$ cat src/rtl/executor.sv
// executor: token-stream interpreter for assignment, "out" and "if" statements over three 8-bit variables
module executor #(
   parameter logic [7:0] NUM       = 8'h00,
   parameter logic [7:0] OUT       = 8'h01,
   parameter logic [7:0] VAR_A     = 8'h02,
   parameter logic [7:0] EQUAL     = 8'h03,
   parameter logic [7:0] VAR_B     = 8'h04,
   parameter logic [7:0] VAR_C     = 8'h05,
   parameter logic [7:0] IF        = 8'h06,
   parameter logic [7:0] BRACKET_A = 8'h07,
   parameter logic [7:0] BRACKET_B = 8'h08,
   parameter logic [7:0] PLUS      = 8'h09,
   parameter logic [7:0] MINUS     = 8'h0a,
   parameter logic [7:0] SEMICOLON = 8'h0b,
   parameter logic [7:0] EOF       = 8'h0c
)(
   input  logic        CLK,
   input  logic        RST,
   input  logic        I_VALID,
   input  logic [15:0] I_DATA,
   output logic        O_VALID,
   output logic [7:0]  O_DATA,
   output logic        DONE,
   output logic        ERROR
);
   typedef enum logic [2:0] {STMT, EQ, TERM, OP, LPAREN, SKIP, HALT, ERR} state_t;
   typedef enum logic [2:0] {D_A, D_B, D_C, D_OUT, D_IF} dest_t;
   localparam logic [1:0] LOAD = 2'd0, ADD = 2'd1, SUB = 2'd2;
   state_t state, state_nx;
   dest_t dest, dest_nx;
   logic [1:0] op, op_nx;
   logic [7:0] a, b, c, acc, acc_nx, operand, tag, val;
   logic is_var, is_term, emit, wr;
   assign tag = I_DATA[15:8];
   assign val = I_DATA[7:0];
   assign is_var = tag == VAR_A || tag == VAR_B || tag == VAR_C;
   assign is_term = is_var || tag == NUM;
   // variables are only written at ';', so operands always see pre-statement values
   assign operand = tag == VAR_A ? a : tag == VAR_B ? b : tag == VAR_C ? c : val;
   always_ff @(posedge CLK) begin
      if (RST) begin
         state   <= STMT;
         dest    <= D_A;
         op      <= LOAD;
         acc     <= '0;
         a       <= '0;
         b       <= '0;
         c       <= '0;
         O_VALID <= 1'b0;
         O_DATA  <= '0;
      end else begin
         state   <= state_nx;
         dest    <= dest_nx;
         op      <= op_nx;
         acc     <= acc_nx;
         a       <= (wr && dest == D_A) ? acc : a;
         b       <= (wr && dest == D_B) ? acc : b;
         c       <= (wr && dest == D_C) ? acc : c;
         O_VALID <= emit;
         O_DATA  <= emit ? acc : O_DATA;
      end
   end
   always_comb begin
      state_nx = state;
      dest_nx  = dest;
      op_nx    = op;
      acc_nx   = acc;
      if (I_VALID) begin
         case (state)
            STMT: begin
               if (is_var) begin
                  dest_nx  = tag == VAR_A ? D_A : tag == VAR_B ? D_B : D_C;
                  state_nx = EQ;
               end else if (tag == OUT) begin
                  dest_nx  = D_OUT;
                  op_nx    = LOAD;
                  state_nx = TERM;
               end else
                  state_nx = tag == IF ? LPAREN : tag == EOF ? HALT : ERR;
            end
            EQ: begin
               op_nx    = LOAD;
               state_nx = tag == EQUAL ? TERM : ERR;
            end
            LPAREN: begin
               dest_nx  = D_IF;
               op_nx    = LOAD;
               state_nx = tag == BRACKET_A ? TERM : ERR;
            end
            TERM: begin
               acc_nx   = op == ADD ? acc + operand : op == SUB ? acc - operand : operand;
               state_nx = is_term ? OP : ERR;
            end
            OP: begin
               if (tag == PLUS || tag == MINUS) begin
                  op_nx    = tag == PLUS ? ADD : SUB;
                  state_nx = TERM;
               end else if (tag == SEMICOLON && dest != D_IF)
                  state_nx = STMT;
               else if (tag == BRACKET_B && dest == D_IF)
                  state_nx = acc != 8'd0 ? STMT : SKIP;
               else
                  state_nx = ERR;
            end
            SKIP: state_nx = (tag == EOF || tag > EOF) ? ERR : tag == SEMICOLON ? STMT : SKIP;
            default: state_nx = state;
         endcase
      end
   end
   always_comb begin
      emit  = I_VALID && state == OP && tag == SEMICOLON && dest == D_OUT;
      wr    = I_VALID && state == OP && tag == SEMICOLON && (dest == D_A || dest == D_B || dest == D_C);
      DONE  = state == HALT;
      ERROR = state == ERR;
   end
endmodule

$ cat config.mk
export PLATFORM = sky130hd
export DESIGN_NAME = executor
export DESIGN_NICKNAME = d
export VERILOG_FILES = /design/src/rtl/executor.sv
export SDC_FILE = /design/constraint.sdc
export NUM_CORES = 1
export LEC_CHECK = 0
export CORE_ASPECT_RATIO = 0.8
export CORE_UTILIZATION = 56
export CTS_CLUSTER_DIAMETER = 100
export DETAILED_ROUTE_END_ITERATION = 10
export PLACE_DENSITY = 0.88
export RECOVER_POWER = 100
export SLEW_MARGIN = 20
export SYNTH_ARGS = -nofsm -noshare
export SYNTH_HDL_FRONTEND = slang
export SYNTH_SLANG_ARGS = --single-unit
$ cat constraint.sdc
create_clock -name CLK -period 12.2 [get_ports CLK]
set_input_delay 1.83 -clock CLK [delete_from_list [all_inputs] [get_ports CLK]]
set_output_delay 1.83 -clock CLK [all_outputs]
set_load 0.005 [all_outputs]
# After elaboration in Yosys (flattened, before gate mapping)
# Index checks and enable logic that the tools add are counted.
[totals] regBits=49 in_bits=19 out_inout_bits=11 wordCells=99
[op_classes] addsub=2 order_cmp=1 n_eq_ne=30 muxes=29 reduce_logical=28
[ops] cell="8-bit by 4-bit equality test with 1-bit output, second input constant" n=5
[ops] cell="8-bit two-way mux" n=5
[ops] cell="3-bit two-way mux" n=13
[ops] cell="8-bit by 3-bit equality test with 1-bit output, second input constant" n=4
[ops] cell="3-bit case mux with 6 select lines" n=1
[ops] cell="8-bit by 2-bit equality test with 1-bit output, second input constant" n=2
[ops] cell="3-bit equality test, second input constant" n=5
[ops] cell="2-bit two-way mux" n=7
[ops] cell="3-bit by 2-bit equality test with 1-bit output, second input constant" n=4
[ops] cell="1-bit logical AND" n=9
[ops] cell="8-bit adder" n=1
[ops] cell="8-bit by 1-bit equality test with 1-bit output, second input constant" n=1
[ops] cell="8-bit by 4-bit > comparator with 1-bit output, second input constant" n=1
[ops] cell="8-bit logical NOT" n=1
[ops] cell="8-bit nonzero test" n=1
[ops] cell="8-bit subtractor" n=1
[ops] cell="1-bit logical OR" n=7
[ops] cell="3-bit by 1-bit equality test with 1-bit output, second input constant" n=2
[ops] cell="3-bit logical NOT" n=2
[ops] cell="2-bit inequality test, second input constant" n=3
[ops] cell="3-bit inequality test, second input constant" n=2
[ops] cell="2-bit case mux with 3 select lines" n=1
[ops] cell="3-bit case mux with 2 select lines" n=1
[ops] cell="6-bit nonzero test" n=1
[ops] cell="9 further kinds" n=10

# Logic depth before layout (Yosys ltp)
# Gate-level depths: netlist of run 1.
[depth] ltp_word=7 mapped_depth=16

# Worst setup path before layout of run 1
# No wires, ideal clock.
[synth_timing] path_kind="input to register" start="input I_DATA[15]" end="register acc[7]" t_arrival_ns=5.125 required_time_ns=12.109 path_slack_ns=6.984 cell_stages=13 path_buffers=2 path_cell_list="or4_1 > buf_2 > buf_2 > or4_1 > o211ai_1 > a21oi_1 > ha_1 > or2_2 > a221o_1 > a311o_1 > a211oi_1 > nor4_1 > a311oi_1"
[synth_via] elab_chain_cells=7 word_cells_on_any_way=10 classes_between="add/sub: 2; eq/ne: 3; mux: 5"
[synth_rtl] element="from (decl)" line="20" rtl="input logic [15:0] I_DATA,"
[synth_rtl] element="8-bit by 3-bit equality test with 1-bit output" line="39" rtl="assign operand = tag == VAR_A ? a : tag == VAR_B ? b : tag == VAR_C ? c : val;"
[synth_rtl] element="8-bit two-way mux (2 in a row)" line="39"
[synth_rtl] element="8-bit two-way mux *" line="39"
[synth_rtl] element="8-bit subtractor" line="91" rtl="acc_nx = op == ADD ? acc + operand : op == SUB ? acc - operand : operand;"
[synth_rtl] element="8-bit two-way mux" line="91"
[synth_rtl] element="8-bit two-way mux *" line="91"
[synth_rtl] element="to (signal assigned)" line="55" rtl="acc <= acc_nx;"
[synth_rtl] element="to (decl)" line="32" rtl="logic [7:0] a, b, c, acc, acc_nx, operand, tag, val;"
# Every way passes the cells marked *; elsewhere a longest branch is shown, timed or not.
# A chain may end at the register's enable or synchronous reset.

# Worst setup path in the final report of run 1
# Same ends and word-level chain as after synthesis.

==> results.md, run 1 <==
* Post-synth cell types at 64
* Routed length on met3 at 1100 microns
* Fill count at 506
* Final Wtd Congestion at 0.950
* CP Buf/Inv Count at 2
* Synth area leader: dfxtp_1
* # rows at 25
* Postcts setup bufs at 0
* P_leak at 1.55 nW
* Initial core utilization at 58.6%
* Most common cell after layout, fill and taps aside: dfxtp_1
* Diode count at 0
* Post-DR vias/cell at 6.57
* Vias in the first global route at 3164
* Yosys warnings at 0
* Post-synth top flop: dfxtp_1
* Pwr Total at 0.000391 W
* Max cap viols at 0
* Post-Synthesis Cells at 449
* Final setup fails at 0
* Core area at 0.00597 sq mm
* Number of detailed-route iterations in the first pass at 5
* Worst vdd ir at 0.0811 mV
* Routed wl met2 at 4230 microns
* Post-synth EDFFs at 0
* Top cell family by delay on the critical path: simple AND/OR/NAND/NOR gates
* Layout cells sized above 1 at 4.16%
* Root buf cell: clkbuf_8
* Slew Viols, Final at 0
* Most frequent cells in the layout: 49 x dfxtp_1, 47 x nand2_1, 44 x nor2_1, 40 x a21oi_1, 23 x inv_1
* Largest cells by area after synthesis: dfxtp_1 28%, ha_1 6.1%, a21oi_1 5.7%
* Post-cts sizing count at 0
* Slew HR at 21.9%
* Setup slack, reg-to-reg at 8.94 ns
* Status: completed
* Die W at 90.4 microns
* Clock tree buffer depth at 2
* Worst hold path class: flip-flop to flip-flop
* Vias post-DR at 3537
* Flops & latches, synth at 49
* Post-route setup slack at 5.91 ns
* Synthesized cell area at 0.00350 sq mm
* Fmax at 159 MHz
* Detailed Place HPWL at 6900 microns
* Initial antenna violation count at 0
* Final hold violation count at 0
* Met1 Routed Length at 4060 microns
* Worst-margin pin slew at 1.16 ns
* Worst skew pair latency at 0.31 ns
* Total GRT Usage at 29.5%
* Clk slew on worst S/H paths at 0.11 ns
* First-pass GRT wire length at 15500 microns
* IO Port Bufs at 29
* Fin Setup TNS at 0 ns
* Ys async rst share at 0%
* Maximum number of pins on one net before global-route repair at 48
* Post-Route WL at 9640 microns
* Sequential area share after synthesis at 28.0%
* Top layer in use: met4
* H-tree depth at 2
* Routed len/inst at 17.9 microns
* Worst setup SP type: input port
* Layout Skew at 0.00834 ns
* Setup repair after global routing missed its margin: false
* Syn nets at 487
* Synth top area share at 28.0%
* Die area at 0.00657 sq mm
* Clk sinks at 49
* WP data arrival at 6.48 ns
* Worst path most repeated cell: nor4_1
* Post-Place Worst Slack at 6.10 ns
* CP Cell Sequence: dlygate4sd3_1 -> nor4_1 -> nand2_1 -> o21ai_0 -> a2bb2oi_1 -> nor3_1 -> inv_1 -> ha_1 -> a221o_1 -> a311oi_1 -> nor4_1 -> nor4_1 -> a311oi_1
* DR iter-0 viols at 430
* Max FO, Critical Path at 9
* Worst Path Required at 12.39 ns
* Crit share post-route at 51.6%
* NumNets Final at 494
* Slowest cell on the critical path: nor4_1
* Worst path max stage delay at 0.99 ns
* Min Tclk post-route at 6.29 ns
* DRC at 0
* Element type at the critical path end: flip-flop
* Power Density at 102 mW/mm^2
* CTS tree: done
* Die Y at 72.7 microns
* Total grt overflow at 0
* # hold bufs at CTS at 0
* I/O pin count at 30
* DRT antenna net count at 0
* Worst setup path class: input port to flip-flop
* Num CTS Buffers at 5
* Avg Cell Area, Syn at 7.80 sq um
* Syn-to-layout area delta at 9.69%
worst reg2reg max path, stage by stage (launching register included):
cell	delay, ns
dfxtp_1	0.33
or4_1	0.51
o211ai_1	0.11
a21oi_1	0.18
ha_1	0.37
or2_2	0.32
a221o_1	0.35
a311oi_1	0.41
nor4_1	0.11
nor4_1	0.32
a311oi_1	0.13
path summary, 6_finish.rpt:
path,to,cells after the start,startpoint
worst max-delay path,acc[7],13,I_DATA[15]
worst min-delay path,O_DATA[1],2,O_DATA[1]
worst max register to register,acc[7],10,b[1]
worst min register to register,O_DATA[1],2,O_DATA[1]
per-layer routing:
layer / track usage, % / up-vias
met5: 0 / -
met4: 13.1 / 0
met3: 7.29 / 31
met2: 45.6 / 229
met1: 39.4 / 1633
li1: - / 1644
logic make-up after synthesis:
| kind of cell | Yosys count | synth area share [%] |
|---|---|---|
| AO/OA/AOI/OAI | 121 | 23.7 |
| XOR/XNOR | 11 | 3.15 |
| adder cells (fa/ha/maj) | 19 | 7.22 |
| buffers and inverters | 53 | 6.11 |
| flip-flops | 49 | 28.0 |
| multiplexers | 20 | 5.75 |
| AND/OR/NAND/NOR | 176 | 26.0 |
layout make-up:
type	count	area (sq um)	area share, %
Clock buffer	5	68.8	1.79
Clock inverter	3	28.8	0.749
Inverter	23	86.3	2.25
Multi-Input combinational cell	347	2280	59.3
Sequential cell	49	981	25.5
Tap cell	81	101	2.64
Timing Repair Buffer	30	298	7.75
sequential cells by signal, summed over array words and instances (netlist names):
| signal | flops |
|---|---|
| O_DATA | 8 |
| op | 2 |
| acc | 8 |
| c | 8 |
| dest | 3 |
| O_VALID | 1 |
| a | 8 |
| b | 8 |
| state | 3 |
synthesized netlist by cell type (3+ instances only):
| master | count |
|---|---|
| or2_2 | 5 |
| mux2i_1 | 19 |
| o32ai_1 | 3 |
| nor4_1 | 7 |
| o21ai_0 | 17 |
| o211ai_1 | 4 |
| o21bai_1 | 4 |
| o211a_1 | 3 |
| a21oi_1 | 40 |
| xor2_1 | 3 |
| o22ai_1 | 3 |
| nor2b_1 | 7 |
| o31ai_1 | 3 |
| a211oi_1 | 5 |
| dfxtp_1 | 49 |
| nand3b_1 | 5 |
| and3_1 | 4 |
| nand3_1 | 19 |
| nor3b_1 | 4 |
| a311oi_1 | 4 |
| ha_1 | 17 |
| nor3_1 | 8 |
| nand2b_1 | 7 |
| clkbuf_1 | 18 |
| xnor2_1 | 7 |
| buf_1 | 4 |
| buf_2 | 6 |
| nand2_1 | 47 |
| inv_1 | 23 |
| nor2_1 | 44 |
| a22oi_1 | 5 |
| or4_1 | 5 |
| a31oi_1 | 3 |
| a221oi_1 | 3 |
stage by stage:
step                util, %  instance area [sq um]  hold slack (ns)  instances
finish                 64.3                   3840            0.457        538
global route           64.3                   3840            0.479        538
CTS                    64.8                   3870            0.466        538
detailed placement     63.1                   3770            0.448        530
global placement       63.1                   3770            0.440        530
floorplan                 -                   3500            0.432        449
report_power, final:
group / internal [W] / total (W) / switching [W]
clock network: 0.0000431 / 0.000108 / 0.0000648
logic: 0.0000443 / 0.000103 / 0.0000589
registers: 0.000165 / 0.000180 / 0.0000153
total: 0.000252 / 0.000391 / 0.000139
No activity file was read; power rests on OpenSTA's default activity.
==> inputs of run 2 (changes only) <==
--- a/config.mk
+++ b/config.mk
@@ -6,10 +6,10 @@
 export NUM_CORES = 1
 export LEC_CHECK = 0
 export CORE_ASPECT_RATIO = 0.8
-export CORE_UTILIZATION = 56
+export CORE_UTILIZATION = 53
 export CTS_CLUSTER_DIAMETER = 100
 export DETAILED_ROUTE_END_ITERATION = 10
-export PLACE_DENSITY = 0.88
+export PLACE_DENSITY = 0.87
 export RECOVER_POWER = 100
 export SLEW_MARGIN = 20
 export SYNTH_ARGS = -nofsm -noshare
==> constraint.sdc (replaced) <==
create_clock -name CLK -period 5.1 [get_ports CLK]
set_input_delay 0.765 -clock CLK [delete_from_list [all_inputs] [get_ports CLK]]
set_output_delay 0.765 -clock CLK [all_outputs]
set_load 0.005 [all_outputs]
==> run 2 against run 1 <==
Against the previous run: cell count rose by 1.7%; clock-buffer cell count did not move; first-iteration DRC count fell by 0.70%; clock skew fell by 0.0032 ns; worst setup slack got worse by 5.4 ns; global-route usage fell by 0.30 points.
==> results.md, run 2 (synthesized netlist as in run 1, its figures left out) <==
* Status: completed (unchanged)
* Total GRT Usage at 29.2% (was 29.5%)
* Vias in the first global route at 3220 (was 3164)
* Diode count at 0 (unchanged)
* Worst vdd ir at 0.161 mV (was 0.0811 mV)
* Layout cells sized above 1 at 5.18% (was 4.16%)
* Initial antenna violation count at 0 (unchanged)
* Post-route insts no fill at 547 (was 538)
* Layout Skew at 0.00513 ns (was 0.00834 ns)
* Post-Route WL at 9970 microns (was 9640 microns)
* I/O pin count at 30 (unchanged)
* Worst setup path class: input port to flip-flop (unchanged)
* Most common cell after layout, fill and taps aside: dfxtp_1 (unchanged)
* IO Port Bufs at 29 (unchanged)
* Max cap viols at 0 (unchanged)
* # rows at 26 (was 25)
* NumNets Final at 500 (was 494)
* Worst hold path class: flip-flop to flip-flop (unchanged)
* Placed cell count at 539 (was 530)
* Die W at 92.9 microns (was 90.4 microns)
* Core area at 0.00638 sq mm (was 0.00597 sq mm)
* Element type at the critical path end: flip-flop (unchanged)
* Clk slew on worst S/H paths at 0.10 ns (was 0.11 ns)
* Number of detailed-route iterations in the first pass at 5 (unchanged)
* P_leak at 1.58 nW (was 1.55 nW)
* Final setup fails at 0 (unchanged)
* Syn-to-layout area delta at 11.4% (was 9.69%)
* Die area at 0.00694 sq mm (was 0.00657 sq mm)
* Routed len/inst at 18.2 microns (was 17.9 microns)
* DR iter-0 viols at 427 (was 430)
* DRT antenna net count at 0 (unchanged)
* CP Buf/Inv Count at 3 (was 2)
* Top cell family by delay on the critical path: compound AO/OA/AOI/OAI gates (was simple AND/OR/NAND/NOR gates)
* CP Cell Sequence: clkdlybuf4s50_1 -> or4_1 -> clkbuf_1 -> o31a_1 -> o32a_1 -> o221ai_1 -> inv_1 -> ha_1 -> a221o_1 -> a311o_1 -> a211oi_1 -> nor4_1 -> a311oi_1 (was dlygate4sd3_1 -> nor4_1 -> nand2_1 -> o21ai_0 -> a2bb2oi_1 -> nor3_1 -> inv_1 -> ha_1 -> a221o_1 -> a311oi_1 -> nor4_1 -> nor4_1 -> a311oi_1)
* Worst hold endpoint: O_DATA[4] (was O_DATA[1])
* Routed wl met2 at 4460 microns (was 4230 microns)
* WHS Path Cells at 2 (unchanged)
* Slew HR at 50.5% (was 21.9%)
* Met1 Routed Length at 4330 microns (was 4060 microns)
* Final Wtd Congestion at 1.00 (was 0.950)
* # hold bufs at CTS at 0 (unchanged)
* Min Tclk post-route at 4.63 ns
* Die Y at 74.7 microns (was 72.7 microns)
* Num CTS Buffers at 5 (unchanged)
* Routed length on met3 at 1010 microns (was 1100 microns)
* WP data arrival at 4.86 ns (was 6.48 ns)
* Initial core utilization at 54.9% (was 58.6%)
* Setup slack, reg-to-reg at 1.90 ns (was 8.94 ns)
* Worst path max stage delay at 0.60 ns (was 0.99 ns)
* Clock tree buffer depth at 2 (unchanged)
* R2R depth at 10 (unchanged)
* Fill count at 560 (was 506)
* Setup repair after global routing missed its margin: false (unchanged)
* Slowest cell on the critical path: or4_1 (was nor4_1)
* Worst skew pair latency at 0.31 ns (about the same)
* Detailed Place HPWL at 7240 microns (was 6900 microns)
* Fmax at 216 MHz
* Top layer in use: met4 (unchanged)
* CTS tree: done (unchanged)
* DRC at 0 (unchanged)
* Final hold violation count at 0 (unchanged)
* Fin Setup TNS at 0 ns (unchanged)
* Maximum number of pins on one net before global-route repair at 48 (unchanged)
* Slew Viols, Final at 0 (unchanged)
* FF-to-FF Start: b[1] (unchanged)
* First-pass GRT wire length at 16000 microns (was 15500 microns)
* Crit share post-route at 90.7%
* Post-cts sizing count at 0 (unchanged)
* Postcts setup bufs at 0 (unchanged)
* Hold Path Origin: O_DATA[4] (was O_DATA[1])
* Power Density at 241 mW/mm^2 (was 102 mW/mm^2)
* Most frequent cells in the layout: 49 x dfxtp_1, 47 x nand2_1, 44 x nor2_1, 40 x a21oi_1, 23 x inv_1 (unchanged)
* Max FO, Critical Path at 12 (was 9)
* Total grt overflow at 0 (unchanged)
* Clk sinks at 49 (unchanged)
* Vias post-DR at 3610 (was 3537)
* Post-DR vias/cell at 6.60 (was 6.57)
* Root buf cell: clkbuf_8 (unchanged)
* Worst setup SP type: input port (unchanged)
* Worst-margin pin slew at 0.740 ns (was 1.16 ns)
* Worst Path Required at 5.33 ns (was 12.39 ns)
* Reg2reg end: acc[7] (unchanged)
* H-tree depth at 2 (unchanged)
## run 2: area by class of cell
| cell class | count | area, sq um | area share (%) |
|---|---|---|---|
| Clock inverter | 3 | 33.8 | 0.866 |
| Tap cell | 84 | 105 | 2.70 |
| Multi-Input combinational cell | 347 | 2280 | 58.6 |
| Inverter | 23 | 86.3 | 2.21 |
| Clock buffer | 5 | 68.8 | 1.77 |
| Sequential cell | 49 | 981 | 25.2 |
| Timing Repair Buffer | 36 | 339 | 8.70 |
## run 2: worst reg2reg max path: stages (launching register included)
cell      delay, ns
dfxtp_1        0.34
or4_1          0.51
o211ai_1       0.10
a21oi_1        0.17
ha_1           0.35
or2_2          0.31
a221o_1        0.33
a311o_1        0.35
a211oi_1       0.31
nor4_1         0.10
a311oi_1       0.24
## run 2: metrics by stage
stage	hold WS [ns]	total power [W]	instance area [sq um]	worst slack [ns]	util (%)
2_1_floorplan	0.432	0.000613	3500	0.949	-
3_3_place_gp	0.440	0.000674	3820	0.531	59.9
3_5_place_dp	0.448	0.000685	3820	0.421	59.9
4_1_cts	0.462	0.000928	3920	0.731	61.5
5_1_grt	0.492	0.000981	3900	0.283	61.1
6_report	0.462	0.000938	3900	0.474	61.1
## run 2: how the worst max path moves through the flow
| stage | from | to | slack, ns | cells past startpoint |
|---|---|---|---|---|
| 6_report | I_DATA[15] | acc[7] | 0.47 | 13 |
| 5_1_grt | I_DATA[15] | acc[7] | 0.28 | 13 |
| 4_1_cts | I_DATA[15] | acc[7] | 0.73 | 13 |
| 3_5_place_dp | I_DATA[15] | acc[7] | 0.42 | 13 |
| 3_3_place_gp | I_DATA[15] | acc[7] | 0.53 | 13 |
| 2_1_floorplan | I_DATA[15] | acc[7] | 0.95 | 13 |
## run 2: routing by layer
metal / vias up / track usage, %
met4: 0 / 9.06
met3: 27 / 5.66
met2: 228 / 45.9
li1: 1653 / -
met1: 1702 / 40.9
met5: - / 0
## run 2: where the power goes
part           internal (W)  switching, W
Sequential         0.000395     0.0000370
Clock              0.000103      0.000151
Combinational      0.000108      0.000144
Total              0.000605      0.000333
